$ cat src/rtl/mem_arbiter_pkg.sv
// Shared types and default widths for the main-memory arbiter.
package mem_arbiter_pkg;

    localparam int unsigned PHY_LEN = 20;
    localparam int unsigned ICLLEN  = 128;

    typedef enum logic [1:0] {
        ARB_IDLE,
        ARB_BUSY_I,
        ARB_BUSY_D,
        ARB_FLUSH
    } arb_state_t;

    typedef enum logic {
        ARB_SRC_I,
        ARB_SRC_D
    } arb_src_t;

endpackage

$ cat src/rtl/arb_pick.sv
// Combinational 2-way winner select; fixed priority (D wins ties) or round-robin on ties.
module arb_pick
    import mem_arbiter_pkg::*;
#(
    parameter bit RR = 1'b0
) (
    input  logic     i_req,
    input  logic     d_req,
    input  arb_src_t last_grant,
    output logic     any_req,
    output arb_src_t winner
);

    // last_grant only matters in round-robin mode
    logic unused_last;
    assign unused_last = ^last_grant;

    always_comb begin
        any_req = i_req | d_req;
        winner  = ARB_SRC_D;
        if (i_req && d_req) begin
            if (RR) begin
                winner = (last_grant == ARB_SRC_I) ? ARB_SRC_D : ARB_SRC_I;
            end else begin
                winner = ARB_SRC_D;
            end
        end else if (i_req) begin
            winner = ARB_SRC_I;
        end
    end

endmodule

$ cat src/rtl/mem_arbiter.sv
// Shares one line-wide memory port between icache refill and dcache refill/writeback.
// Define ARB_ROUND_ROBIN_EN to alternate grants on ties; otherwise dcache always wins ties.
module mem_arbiter
    import mem_arbiter_pkg::*;
#(
    parameter int unsigned ADDR_W = PHY_LEN,
    parameter int unsigned LINE_W = ICLLEN,
    parameter int unsigned OFFS_W = $clog2(LINE_W / 8)
) (
    input  logic              clk,
    input  logic              rst,
    input  logic              i_req,
    input  logic [ADDR_W-1:0] i_addr,
    output logic              i_ready,
    output logic [LINE_W-1:0] i_rdata,
    input  logic              d_req,
    input  logic              d_we,
    input  logic [ADDR_W-1:0] d_addr,
    input  logic [LINE_W-1:0] d_wdata,
    output logic              d_ready,
    output logic [LINE_W-1:0] d_rdata,
    output logic              mem_req,
    output logic              mem_we,
    output logic [ADDR_W-1:0] mem_addr,
    output logic [LINE_W-1:0] mem_wdata,
    input  logic              mem_ack,
    input  logic [LINE_W-1:0] mem_rdata
);

`ifdef ARB_ROUND_ROBIN_EN
    localparam bit RrEn = 1'b1;
`else
    localparam bit RrEn = 1'b0;
`endif

    arb_state_t  state;
    arb_src_t    last_grant;
    arb_src_t    owner;
    arb_src_t    winner;
    logic        any_req;
    logic [ADDR_W-1:0] i_line;
    logic [ADDR_W-1:0] d_line;
    logic        unused_offs;

    assign i_line      = {i_addr[ADDR_W-1:OFFS_W], {OFFS_W{1'b0}}};
    assign d_line      = {d_addr[ADDR_W-1:OFFS_W], {OFFS_W{1'b0}}};
    assign unused_offs = ^{i_addr[OFFS_W-1:0], d_addr[OFFS_W-1:0]};

    arb_pick #(
        .RR(RrEn)
    ) u_pick (
        .i_req      (i_req),
        .d_req      (d_req),
        .last_grant (last_grant),
        .any_req    (any_req),
        .winner     (winner)
    );

    // Ready requires the owner still asking; a drop in the ack cycle behaves like a flush
    assign i_ready = !rst && (state == ARB_BUSY_I) && mem_req && mem_ack && i_req;
    assign d_ready = !rst && (state == ARB_BUSY_D) && mem_req && mem_ack && d_req;
    assign i_rdata = mem_rdata;
    assign d_rdata = mem_rdata;

    always_ff @(posedge clk) begin
        if (rst) begin
            state      <= ARB_IDLE;
            mem_req    <= 1'b0;
            mem_we     <= 1'b0;
            mem_addr   <= '0;
            mem_wdata  <= '0;
            last_grant <= ARB_SRC_I;
            owner      <= ARB_SRC_I;
        end else begin
            unique case (state)
                ARB_IDLE: begin
                    if (any_req) begin
                        mem_req <= 1'b1;
                        owner   <= winner;
                        if (winner == ARB_SRC_D) begin
                            mem_we    <= d_we;
                            mem_addr  <= d_line;
                            mem_wdata <= d_wdata;
                            state     <= ARB_BUSY_D;
                        end else begin
                            mem_we    <= 1'b0;
                            mem_addr  <= i_line;
                            mem_wdata <= '0;
                            state     <= ARB_BUSY_I;
                        end
                    end
                end
                ARB_BUSY_I: begin
                    if (mem_ack) begin
                        mem_req    <= 1'b0;
                        last_grant <= ARB_SRC_I;
                        state      <= ARB_IDLE;
                    end else if (!i_req) begin
                        state <= ARB_FLUSH;
                    end
                end
                ARB_BUSY_D: begin
                    if (mem_ack) begin
                        mem_req    <= 1'b0;
                        last_grant <= ARB_SRC_D;
                        state      <= ARB_IDLE;
                    end else if (!d_req) begin
                        state <= ARB_FLUSH;
                    end
                end
                ARB_FLUSH: begin
                    // Never abort memory: wait out the ack silently
                    if (mem_ack) begin
                        mem_req    <= 1'b0;
                        last_grant <= owner;
                        state      <= ARB_IDLE;
                    end
                end
                default: state <= ARB_IDLE;
            endcase
        end
    end

endmodule

$ cat config.mk
export PLATFORM = sky130hd
export DESIGN_NAME = mem_arbiter
export DESIGN_NICKNAME = d
export VERILOG_FILES = /design/src/rtl/mem_arbiter_pkg.sv /design/src/rtl/arb_pick.sv /design/src/rtl/mem_arbiter.sv
export SDC_FILE = /design/constraint.sdc
export NUM_CORES = 1
export LEC_CHECK = 0
export ABC_CLOCK_PERIOD_IN_PS = 4600
export BUFFER_PORTS_ARGS = -buffer_cell sky130_fd_sc_hd__buf_2
export CORE_AREA = 5 5 274 276
export CTS_CLUSTER_DIAMETER = 30
export DETAILED_ROUTE_END_ITERATION = 8
export DIE_AREA = 0 0 279 281
export MAX_ROUTING_LAYER = met4
export PLACE_DENSITY = 0.4
export SKIP_LAST_GASP = 1
export SYNTH_ARGS = -nofsm -noshare
export SYNTH_HDL_FRONTEND = slang
export SYNTH_SLANG_ARGS = --single-unit
$ cat constraint.sdc
create_clock -name clk -period 4.6 [get_ports clk]
set_input_delay 0.46 -clock clk [delete_from_list [all_inputs] [get_ports clk]]
set_output_delay 0.46 -clock clk [all_outputs]
set_load 0.01 [all_outputs]
# ---- Yosys cells after proc, flatten, opt, wreduce, memory -nomap -nowiden
# Cells that the tools add are included.
dict set report word_totals {
  reg_bits 152
  inputBits 302
  out_inout_bits 408
  elab_cells 45
}
dict set report classes {
  n_eq_ne 8
  n_mux 16
  n_bitwise 1
  reduce_logical 15
}
# operator n
set op_table {}
lappend op_table {{128-bit 2-to-1 mux} 1}
lappend op_table {{20-bit 2-to-1 mux} 1}
lappend op_table {{2-bit 2-to-1 mux} 7}
lappend op_table {{1-bit logical AND} 9}
lappend op_table {{2-bit one-hot mux with 4 select lines} 1}
lappend op_table {{3-bit inequality test (second input constant)} 2}
lappend op_table {{1-bit 2-to-1 mux} 5}
lappend op_table {{2-bit == test (second input constant)} 2}
lappend op_table {{2-bit inequality test (second input constant)} 2}
lappend op_table {{2-bit AND reduction} 2}
lappend op_table {{4-bit AND reduction} 1}
lappend op_table {{3-bit OR reduction} 1}
lappend op_table {{2-bit by 1-bit == test with 1-bit output (second input constant)} 1}
lappend op_table {{2-bit zero test} 1}
lappend op_table {{2-bit by 1-bit inequality test with 1-bit output (second input constant)} 1}
lappend op_table {{1-bit one-hot mux with 2 select lines} 1}
lappend op_table {{1-bit zero test} 1}
lappend op_table {{1-bit OR} 1}

# ---- Longest topological paths before layout
# Gate-level depths: netlist (run 1).
dict set report depth {
  depth_word 5
  mapped_depth 7
  mapped_depth_nobuf 6
}

# ---- By module
# A second synthesis (run 1) with hierarchy kept.
dict set report hier_totals {
  cells_unflattened 953
  hier_area_um2 8394.3
}
# mod n_inst cells_each area_per_inst_um2 seq_area_each_um2
set by_module_without_submodules {}
lappend by_module_without_submodules {mem_arbiter 1 951 8381.8 3002.9}
lappend by_module_without_submodules {arb_pick 1 2 12.5 0.0}

# ---- Worst setup path before layout (run 1)
# OpenSTA, ideal clock, no wires.
dict set report synth_path {
  path_kind {in2out}
  start {input rst}
  end {output i_ready}
  arrival_ns 1.129
  t_required_ns 4.140
  setup_slack_ns 3.011
  cell_stages 4
  path_buffers 2
  path_cell_list {clkbuf_1 clkbuf_1 nand3b_1 nor2_1}
}
dict set report synth_via {
  elab_chain_cells 5
}
# element line
set synth_lines {}
lappend synth_lines {{start, declared} mem_arbiter.sv:11} ;# input logic rst,
lappend synth_lines {{1-bit zero test} mem_arbiter.sv:60} ;# assign i_ready = !rst && (state == ARB_BUSY_I) && mem_req && mem_ack && i_req;
lappend synth_lines {{1-bit logical AND (4 in a row)} mem_arbiter.sv:60}
lappend synth_lines {{end, declared} mem_arbiter.sv:14} ;# output logic i_ready,
# Every way passes these cells.

# ---- Worst setup path in the final report (run 1)
dict set report layout_path {
  start {register state[0]}
  end {register mem_wdata[11]}
}
dict set report layout_via {
  elab_chain_cells 2
}
# element line
set layout_lines {}
lappend layout_lines {{start, declared} mem_arbiter.sv:36} ;# arb_state_t state;
lappend layout_lines {{start signal, assigned} mem_arbiter.sv:67} ;# state <= ARB_IDLE;
lappend layout_lines {{start signal, assigned} mem_arbiter.sv:84} ;# state <= ARB_BUSY_D;
lappend layout_lines {{start signal, assigned} mem_arbiter.sv:89} ;# state <= ARB_BUSY_I;
lappend layout_lines {{2-bit zero test} mem_arbiter.sv:75} ;# unique case (state)
lappend layout_lines {{2-bit AND reduction (no source line)} -}
lappend layout_lines {{end signal, assigned} mem_arbiter.sv:83} ;# mem_wdata <= d_wdata;
lappend layout_lines {{end, declared} mem_arbiter.sv:25} ;# output logic [LINE_W-1:0] mem_wdata,
# Every way passes these cells.
# A chain may end at the register's enable or synchronous reset.

==> results.md, run 1 <==
Timing:
- Setup repair after global routing left no endpoint under its margin.
- For the final database, setup skew stands at 0.0240 ns.
- The maximum achievable frequency is 456 MHz.
- The final count of pins violating max slew came to 0.
- The worst slew margin relative to its limit is 28.2%.
- The hold violation count in the final report was 0.
- Setup violations remaining at the end of the flow were counted as 0.
- For the final routed database, the setup TNS stands at 0 ns.
- The smallest clock period supported by the final layout is computed as 2.19 ns.
- The part of the cycle the worst path needs is 47.7%.
- The worst hold slack after final layout is 0.250 ns.
- At the pin with the least slew margin, the transition time is 1.08 ns.

Final layout:
- The final cell area excluding filler cells is 8390 um^2.
- The post-route netlist has 42.4% of its cells at a drive strength greater than 1.
- After filler insertion, the fill cell instance count of the layout stands at 8387.
- The area growth from synthesis to layout is 17.1%.
- The library cells used most frequently in the layout, excluding fill and tap cells, are sky130_fd_sc_hd__buf_2, sky130_fd_sc_hd__nor2_1, sky130_fd_sc_hd__dfxtp_1, sky130_fd_sc_hd__a22oi_1, sky130_fd_sc_hd__a211oi_1.
- The area of the multi-input gates is 2020 um^2.
- The number of nets in the finished design is 1132.
- Across the whole layout, storage elements account for 2960 um^2.
- Leaving out fill and tap cells, the most frequent cell in the layout is sky130_fd_sc_hd__buf_2.

Route:
- The mean routed wirelength per cell is 21.3 um.
- The length of the first detailed-routing pass in iterations is 4.
- Dividing the detail-routed via count by the number of cells gives 3.06.
- In this run the remaining antenna-violating nets after routing total 0.
- The final routed DRC violation total is 0.
- In this run, the number of DRC markers left after iteration 0 of detailed routing was 237.
- The routed design has 38.5 mm of wire.
- The total number of vias is 5528.

Worst setup path:
- The slowest cell on the critical path is sky130_fd_sc_hd__buf_4.
- The type of the worst setup path is reg2reg.
- The arrival time of the worst setup path is 2.57 ns.
- The worst setup path endpoint is mem_wdata[11].
- The number of buffers and inverters on the critical path is 2.
- The startpoint of the worst-slack reg-to-reg timing path is state[0].
- The critical path startpoint is state[0].
- The worst reg-to-reg path cell count is 6.
- In this design, the stage delay of the slowest critical-path cell is 0.54 ns.
- The required arrival time at the worst endpoint is 4.98 ns.
- The flop-to-flop setup slack is 2.41 ns.
- In this run the worst path has a maximum fanout of 47.
- The family of cells with the greatest summed delay on the critical path is buffers and inverters.
- The signal on the critical path passes through inv_1, ha_1, and2_4, buf_4, a22oi_1, nor2_1.
- In this run the number of cells on the critical path is 6.
- The end of the worst register-to-register path is mem_wdata[11].
- The critical path capture point type is a flop.
- The worst setup path is launched from a flop.

Placed design:
- The count of buffers added on input and output ports is 313.
- The placer congestion estimate is 0.750.
- Once detailed placement completed, the half-perimeter wirelength came to 31.9 mm.
- In this run the cell area measured after placement is 7820 um^2.

Yosys:
- The compound-cell area share of the yosys netlist is 16.0%.
- For this run, the number of Yosys warnings is 0.
- The dominant combinational cell family by area after synthesis is buffers and inverters.
- Each instance of the synthesized netlist takes up on average 9.02 um^2.
- Counting distinct cell types in the post-synthesis netlist gives 26.
- The post-synthesis share of cell area spent on full adders, half adders and majority gates is 0.873%.
- The post-synthesis mux area share is 2.24%.
- Summing the areas of all and, or, nand and nor instances in the mapped netlist gives 8.71% of the synthesized area.
- The synthesized area is 7170 um^2.
- In the synthesized netlist, the number of instances is 794.
- Synthesis inferred 148 register bits.
- The xor and xnor area share after synthesis is 0%.
- The post-synthesis sequential area ratio is 41.3%.

Clocking:
- The number of levels in the clock H-tree is 4.
- The number of CTS-inserted buffers is 17.
- The root buffer cell chosen for the clock tree is sky130_fd_sc_hd__clkbuf_16.
- After clock tree synthesis, the repair step resized 0 gates.
- The maximum clock path buffer count is 2.
- Clock latency on the worst-skew pair, taken at its later pin, is 0.46 ns.
- Once the clock tree was built, the setup fixing pass inserted 0 buffers.
- The sink count of the clock tree is 148.
- The clock edge transition at the registers on the reported setup and hold paths is 0.08 ns.
- After clock tree synthesis, the flow added hold-fix buffers numbering 0.
- TritonCTS built the clock tree.

Die:
- Measured along the x axis, the die boundary spans 279 um.
- Once the floorplan was initialized, standard cells occupied 9.91% of the core.
- The floorplan die height is 281 um.
- The number of rows in the core area is 99.
- The die covers 78400 um^2.
- 710 I/O pins were placed.
- The area of the core region is 72300 um^2.

Power:
- The peak ir drop on the vdd network is 0.244 mV.
- The power per cell area is 490 nW/um^2.
- The standby leakage power is 0.00360 uW.

Global route:
- The initial antenna violation count was 16.
- The number of global-route vias before repair is 5758.
- The largest net degree at the start of global routing is 84.
- The residual overflow from global routing is 0.
- The wire length of the first global-routing pass is 49.6 mm.
- The global-route usage over all layers is 9.61%.

Hold path:
- The class of the worst hold path is in2reg.

Flow run:
- The tool flagged a number of max-cap violations equal to 0.

Outcome:
- The run finished with clean final reports.
[tightest hold or removal path, stage by stage]
cell                      delay, ns
sky130_fd_sc_hd__buf_2         0.08
sky130_fd_sc_hd__a22oi_1       0.07
sky130_fd_sc_hd__nor2_1        0.07
[power breakdown]
part / switching, uW / internal [uW]
registers: 109 / 1480
logic: 724 / 430
clock network: 644 / 719
total: 1480 / 2630
[state kept, by name, indices dropped and copies added (netlist names)]
name and flops:
mem_wdata 128, mem_we 1, state 2, mem_addr 16
mem_req 1
[through the flow]
step / cells / setup slack [ns] / power (uW) / utilization (%)
2_1_floorplan: 797 / 3.01 / 2550 / -
3_3_place_gp: 1765 / 2.45 / 2780 / 10.8
3_5_place_dp: 1765 / 2.38 / 2800 / 10.8
4_1_cts: 1797 / 2.36 / 4220 / 11.6
5_1_grt: 1804 / 2.21 / 4390 / 11.6
6_report: 1804 / 2.41 / 4110 / 11.6
[synthesized netlist by cell type]
master	instances	area, um^2
sky130_fd_sc_hd__a211oi_1	19	143
sky130_fd_sc_hd__a21oi_1	1	5.00
sky130_fd_sc_hd__a22oi_1	130	976
sky130_fd_sc_hd__and2_1	1	6.26
sky130_fd_sc_hd__buf_1	2	7.51
sky130_fd_sc_hd__buf_12	1	20.0
sky130_fd_sc_hd__buf_2	26	130
sky130_fd_sc_hd__buf_4	260	1950
sky130_fd_sc_hd__buf_6	1	11.3
sky130_fd_sc_hd__clkbuf_1	20	75.1
sky130_fd_sc_hd__conb_1	1	3.75
sky130_fd_sc_hd__dfxtp_1	148	2960
sky130_fd_sc_hd__ha_1	5	62.6
sky130_fd_sc_hd__inv_1	2	7.51
sky130_fd_sc_hd__mux2i_1	16	160
sky130_fd_sc_hd__nand2_1	3	11.3
sky130_fd_sc_hd__nand3b_1	2	15.0
sky130_fd_sc_hd__nor2_1	148	556
sky130_fd_sc_hd__nor2b_1	1	6.26
sky130_fd_sc_hd__nor2b_2	1	8.76
sky130_fd_sc_hd__nor3_1	1	5.00
sky130_fd_sc_hd__nor3b_1	1	7.51
sky130_fd_sc_hd__o211ai_2	1	12.5
sky130_fd_sc_hd__o21a_1	1	7.51
sky130_fd_sc_hd__o21ai_1	1	5.00
sky130_fd_sc_hd__or3b_1	1	8.76
[worst min-delay path by stage]
stage | cells after the start | slack, ns | startpoint | endpoint
final | 3 | 0.25 | d_wdata[61] | mem_wdata[61]
after global routing | 3 | 0.23 | d_wdata[122] | mem_wdata[122]
after CTS | 3 | 0.22 | d_wdata[122] | mem_wdata[122]
after detailed placement | 2 | 0.48 | mem_wdata[61] | mem_wdata[61]
after global placement | 2 | 0.47 | mem_wdata[61] | mem_wdata[61]
after floorplan | 2 | 0.52 | mem_addr[10] | mem_addr[10]
[logic make-up after synthesis]
kind of cell,after synthesis
other cells,1
flops,148
buf+inv,312
simple gates,159
fa+ha+maj,5
compound gates,153
mux,16
[area by class of cell]
type | count | area share (%)
inverter | 2 | 0.0894
clock inverter | 14 | 1.37
timing repair buffer | 319 | 19.4
multi-input combinational | 337 | 24.1
antenna | 7 | 0.209
clock buffer | 18 | 5.23
sequential | 148 | 35.3
tap | 959 | 14.3
[layer usage]
layer / wire length [um] / vias up / part of all wire, % / global-route usage [%]
li1: - / 2487 / - / -
met1: 12700 / 2451 / 33 / 8.33
met2: 18400 / 483 / 48 / 15.6
met3: 5310 / 107 / 14 / 6.73
met4: 2000 / 0 / 5.2 / 5.10
met5: 0 / - / 0 / -
(Power assumes the default switching activity.)
==> run 2: changes to the inputs <==
--- a/config.mk
+++ b/config.mk
@@ -5,14 +5,15 @@
 export SDC_FILE = /design/constraint.sdc
 export NUM_CORES = 1
 export LEC_CHECK = 0
-export ABC_CLOCK_PERIOD_IN_PS = 4600
+export ABC_AREA = 1
+export ABC_CLOCK_PERIOD_IN_PS = 2280
 export BUFFER_PORTS_ARGS = -buffer_cell sky130_fd_sc_hd__buf_2
-export CORE_AREA = 5 5 274 276
+export CORE_AREA = 5 5 270 272
 export CTS_CLUSTER_DIAMETER = 30
 export DETAILED_ROUTE_END_ITERATION = 8
-export DIE_AREA = 0 0 279 281
+export DIE_AREA = 0 0 275 277
 export MAX_ROUTING_LAYER = met4
-export PLACE_DENSITY = 0.4
+export PLACE_DENSITY = 0.41
 export SKIP_LAST_GASP = 1
 export SYNTH_ARGS = -nofsm -noshare
 export SYNTH_HDL_FRONTEND = slang
==> constraint.sdc (replaced) <==
create_clock -name clk -period 2.28 [get_ports clk]
set_input_delay 0.228 -clock clk [delete_from_list [all_inputs] [get_ports clk]]
set_output_delay 0.228 -clock clk [all_outputs]
set_load 0.01 [all_outputs]
==> run 2 against run 1 <==
Compared with the run above:
- hold slack got worse by 0.19 ns
- clock skew down 0.0052 ns
- clock power is 140% higher
- critical path depth rose by 1
- clock-buffer cell count decreased by 1
- maximum frequency up 25%
- register-to-register slack got worse by 1.9 ns
- final cell count increased by 17%
- non-clock buffer count increased by 143
- largest power group is now clock
- highest routed layer unchanged
==> results.md, run 2 <==
Final layout:
- The repair_antennas step left the layout with diodes totalling 0.
- Leaving out fill and tap cells, the most frequent cells in the layout are sky130_fd_sc_hd__buf_2, sky130_fd_sc_hd__nand2_1, sky130_fd_sc_hd__dfxtp_1, sky130_fd_sc_hd__a21oi_1, sky130_fd_sc_hd__dlygate4sd3_1.
- The synthesis-to-layout area growth is 36.0%.
- The final standard cell count with taps included and fillers excluded is 2112.
- In the final layout, the registers with the most flip-flops are mem_wdata x128, mem_addr x16, state x2.
- In the final layout, the share of cells above drive strength 1 is 31.0%.
- The number of nets in the finished design is 1456.
- The most common library cell in the layout ignoring fill and taps is sky130_fd_sc_hd__buf_2.
- The register with the most flip-flops in the layout has 128 of them.
- The count of filler cells inserted in the layout is 8030.
- The top register by number of flip-flops is mem_wdata.

Yosys:
- The proportion of netlist area held by the largest area contributor is 39.8%.
- The post-synthesis sequential area ratio is 39.8%.
- The number of warning messages in the yosys log is 0.
- The most frequently used flop master after synthesis is sky130_fd_sc_hd__dfxtp_1.
- The mean instance size in the synthesized netlist is 7.62 um^2.
- The number of distinct library cells after synthesis is 16.
- After technology mapping, the gate count stands at 976.
- After synthesis, the share of flip-flops with an asynchronous set or reset is 0%.
- Counting flops with a built-in enable in the synthesized netlist gives 0.
- Synthesis inferred 148 register bits.
- Counting instances in the post-synthesis netlist gives the leading cell types as sky130_fd_sc_hd__nand2_1, sky130_fd_sc_hd__buf_4, sky130_fd_sc_hd__dfxtp_1.
- The most common cell in the synthesized netlist is sky130_fd_sc_hd__nand2_1.
- The largest area contributor in the synthesized netlist is sky130_fd_sc_hd__dfxtp_1.
- Yosys attributes the largest share of cell area to sky130_fd_sc_hd__dfxtp_1, sky130_fd_sc_hd__buf_4, sky130_fd_sc_hd__nand2_1.
- The synthesized area is 7440 um^2.

Worst setup path:
- For flop-to-flop paths, the worst setup slack is 0.53 ns.
- Counting stages on the worst path, the most repeated cell is sky130_fd_sc_hd__nand2_1.
- The end of the worst register-to-register path is mem_wdata[100].
- The critical path's largest stage delay is 0.34 ns.
- The arrival time of the worst setup path is 2.15 ns.
- Among all stages on the critical path, the largest delay is contributed by sky130_fd_sc_hd__dfxtp_1.
- The critical path capture point type is a flop.
- In this run the critical register-to-register path is launched from state[0].
- The highest fanout seen on the critical path is 63.
- The critical path in this run is classified as reg2reg.
- Counting cells, the worst reg-to-reg path comes to 7.
- Data on the critical path is required at its endpoint by 2.68 ns.
- The kind of start point of the critical path is a flop.
- The signal on the critical path passes through inv_1, ha_1, nand2_1, inv_4, buf_12, nand2_1, a21oi_1.

Power:
- The internal power summed over all cells is 5780 uW.
- In this run switching power makes up 36.7% of total power.
- Sequential cells burn 35.3% of the power.
- Per report_power, the clock group accounts for 35.4% of the total.
- The peak ir drop on the vdd network is 0.400 mV.
- The power per cell area is 902 nW/um^2.
- The combinational share of power is 29.3%.
- The net switching power figure is 3340 uW.
- The standby leakage power is 0.00435 uW.

Die:
- The width of the chip is 275 um.
- The number of top-level design ports is 710.
- The area of the die is 76200 um^2.
- Once the floorplan was initialized, standard cells occupied 10.6% of the core.
- The floorplan die height is 277 um.
- The number of rows in the core area is 98.
- The area of the core region is 70500 um^2.

Timing:
- The total negative slack for setup checks is 0 ns.
- The final count of pins violating max slew was 0.
- At the pin with the least slew margin, the transition time is 0.814 ns.
- The minimum period implied by the final worst setup slack is 1.75 ns.
- Of the available clock period, the critical path in the final layout requires 76.8%.
- The worst slew margin relative to its limit is 45.7%.
- Setup violations remaining at the end of the flow were counted as 0.
- Setup repair after global routing left no endpoint under its margin.
- The maximum achievable frequency is 571 MHz.
- For the final database, setup skew stands at 0.0189 ns.
- The hold violation count in the final report is 0.

Clocking:
- For this design, the CTS-stage hold fixing added 138 buffers.
- The clock edge transition at the registers on the reported setup and hold paths is 0.08 ns.
- In this run the post-CTS setup repair buffer count came out at 0.
- Buffers inserted during clock tree synthesis total 17.
- The clock drives 148 sinks.
- CTS placed an instance of sky130_fd_sc_hd__clkbuf_16 at the clock tree root.
- The maximum clock path buffer count is 2.
- The clock tree synthesis step divided the H-tree into 4 levels.
- The insertion delay to the later sink of the worst-skew pair is 0.48 ns.
- TritonCTS built the clock tree.
- The quantity of gates resized following cts is 0.

Route:
- The final wirelength is 32.5 mm.
- After detailed routing, the number of remaining DRC violations is 0.
- The length of the first detailed-routing pass in iterations is 5.
- The detailed router placed 6682 vias in this run.
- The mean routed wirelength per cell is 15.4 um.
- In this run the remaining antenna-violating nets after routing total 0.
- The first routing iteration left 227 violations.
- In the routed layout, each cell is associated on average with a via count of 3.16.

Flow run:
- The number of violations of the max-capacitance limit is 0.

Global route:
- The number of global-route vias before repair was 7058.
- The layer with the highest usage after global routing is met2.
- For met1 alone, demand over resource in global routing was 9.48%.
- The initial antenna violation count is 0.
- The residual overflow from global routing is 0.
- The largest net degree at the start of global routing is 131.
- Global routing consumed, on the met2 layer, 11.7% of the routing resources.
- The global-route usage over all layers is 8.52%.
- The wire length of the first global-routing pass is 45.5 mm.
- The met3 track demand over resource in global routing is 4.41%.

Outcome:
- The flow ran to the end, and the final reports show no timing, DRC or antenna violations.

Hold path:
- The worst hold path was traced through 3 stages.
- The startpoint of the lowest-slack hold path is d_wdata[28].
- The class of the worst hold path is in2reg.
- The worst min-delay path endpoint is mem_wdata[28].

Placed design:
- Routability-driven placement finished with a final weighted congestion of 0.760.
- The number of placed cells counting well taps is 1942.
- The count of input and output buffers is 313.
- The HPWL after detailed placement is 23.2 mm.
run 2: cell type report:
type	count	area [um^2]	share of cell area, %
Tap cell	950	1190	11.8
Clock buffer	17	425	4.21
Inverter	10	42.5	0.421
Sequential cell	148	2960	29.3
Clock inverter	15	210	2.08
Multi-Input combinational cell	510	2190	21.7
Timing Repair Buffer	462	3100	30.6
run 2: logic make-up (layout without fill, tap and decap cells):
logic type	after synthesis	count (layout)	synth area share, %
DFF	148	148	39.8
AOI/OAI and AO/OA	179	179	12.0
buffers and inverters	321	504	30.9
and+or+nand+nor	322	322	16.4
other	1	4	0.0504
adders and majority gates	5	5	0.841
run 2: power by group through the flow:
stage,clock network [uW],logic (uW),registers [uW]
2_1_floorplan,0,1780,3450
3_3_place_gp,0,2560,3260
3_5_place_dp,0,2570,3270
4_1_cts,3440,2760,3220
5_1_grt,3480,3020,3280
6_report,3230,2670,3220
run 2: worst max path at each step:
stage                        start             end  depth (start not counted)
after floorplan           state[0]   mem_wdata[61]                          9
after global placement       d_req    mem_wdata[8]                          7
after detailed placement     d_req    mem_wdata[3]                          7
after CTS                 state[0]  mem_wdata[100]                          7
after global routing      state[0]    mem_wdata[9]                          7
final                     state[0]  mem_wdata[100]                          7
run 2: per-stage QoR:
stage,total power [uW],util [%],worst slack (ns),cell area [um^2],hold WS [ns]
5_1_grt,9780,14.3,0.389,10100,0.0259
4_1_cts,9420,14.3,0.499,10100,0.00679
3_3_place_gp,5820,11.5,0.509,8100,0.445
3_5_place_dp,5840,11.5,0.514,8100,0.449
6_report,9120,14.3,0.529,10100,0.0587
2_1_floorplan,5230,-,0.873,7450,0.364
run 2: critical path: cells and delay by family (launching register included):
family                     cells  cell delay [ns]
DFF                            1             0.34
buffers and inverters          3             0.59
AOI/OAI and AO/OA              1             0.18
and+or+nand+nor                2             0.30
adders and majority gates      1             0.21
run 2: metal layers:
layer / vias up / part of all wire [%]
met5: - / 0
met4: 0 / 6.5
met3: 149 / 12
met2: 376 / 41
met1: 3000 / 41
li1: 3157 / -
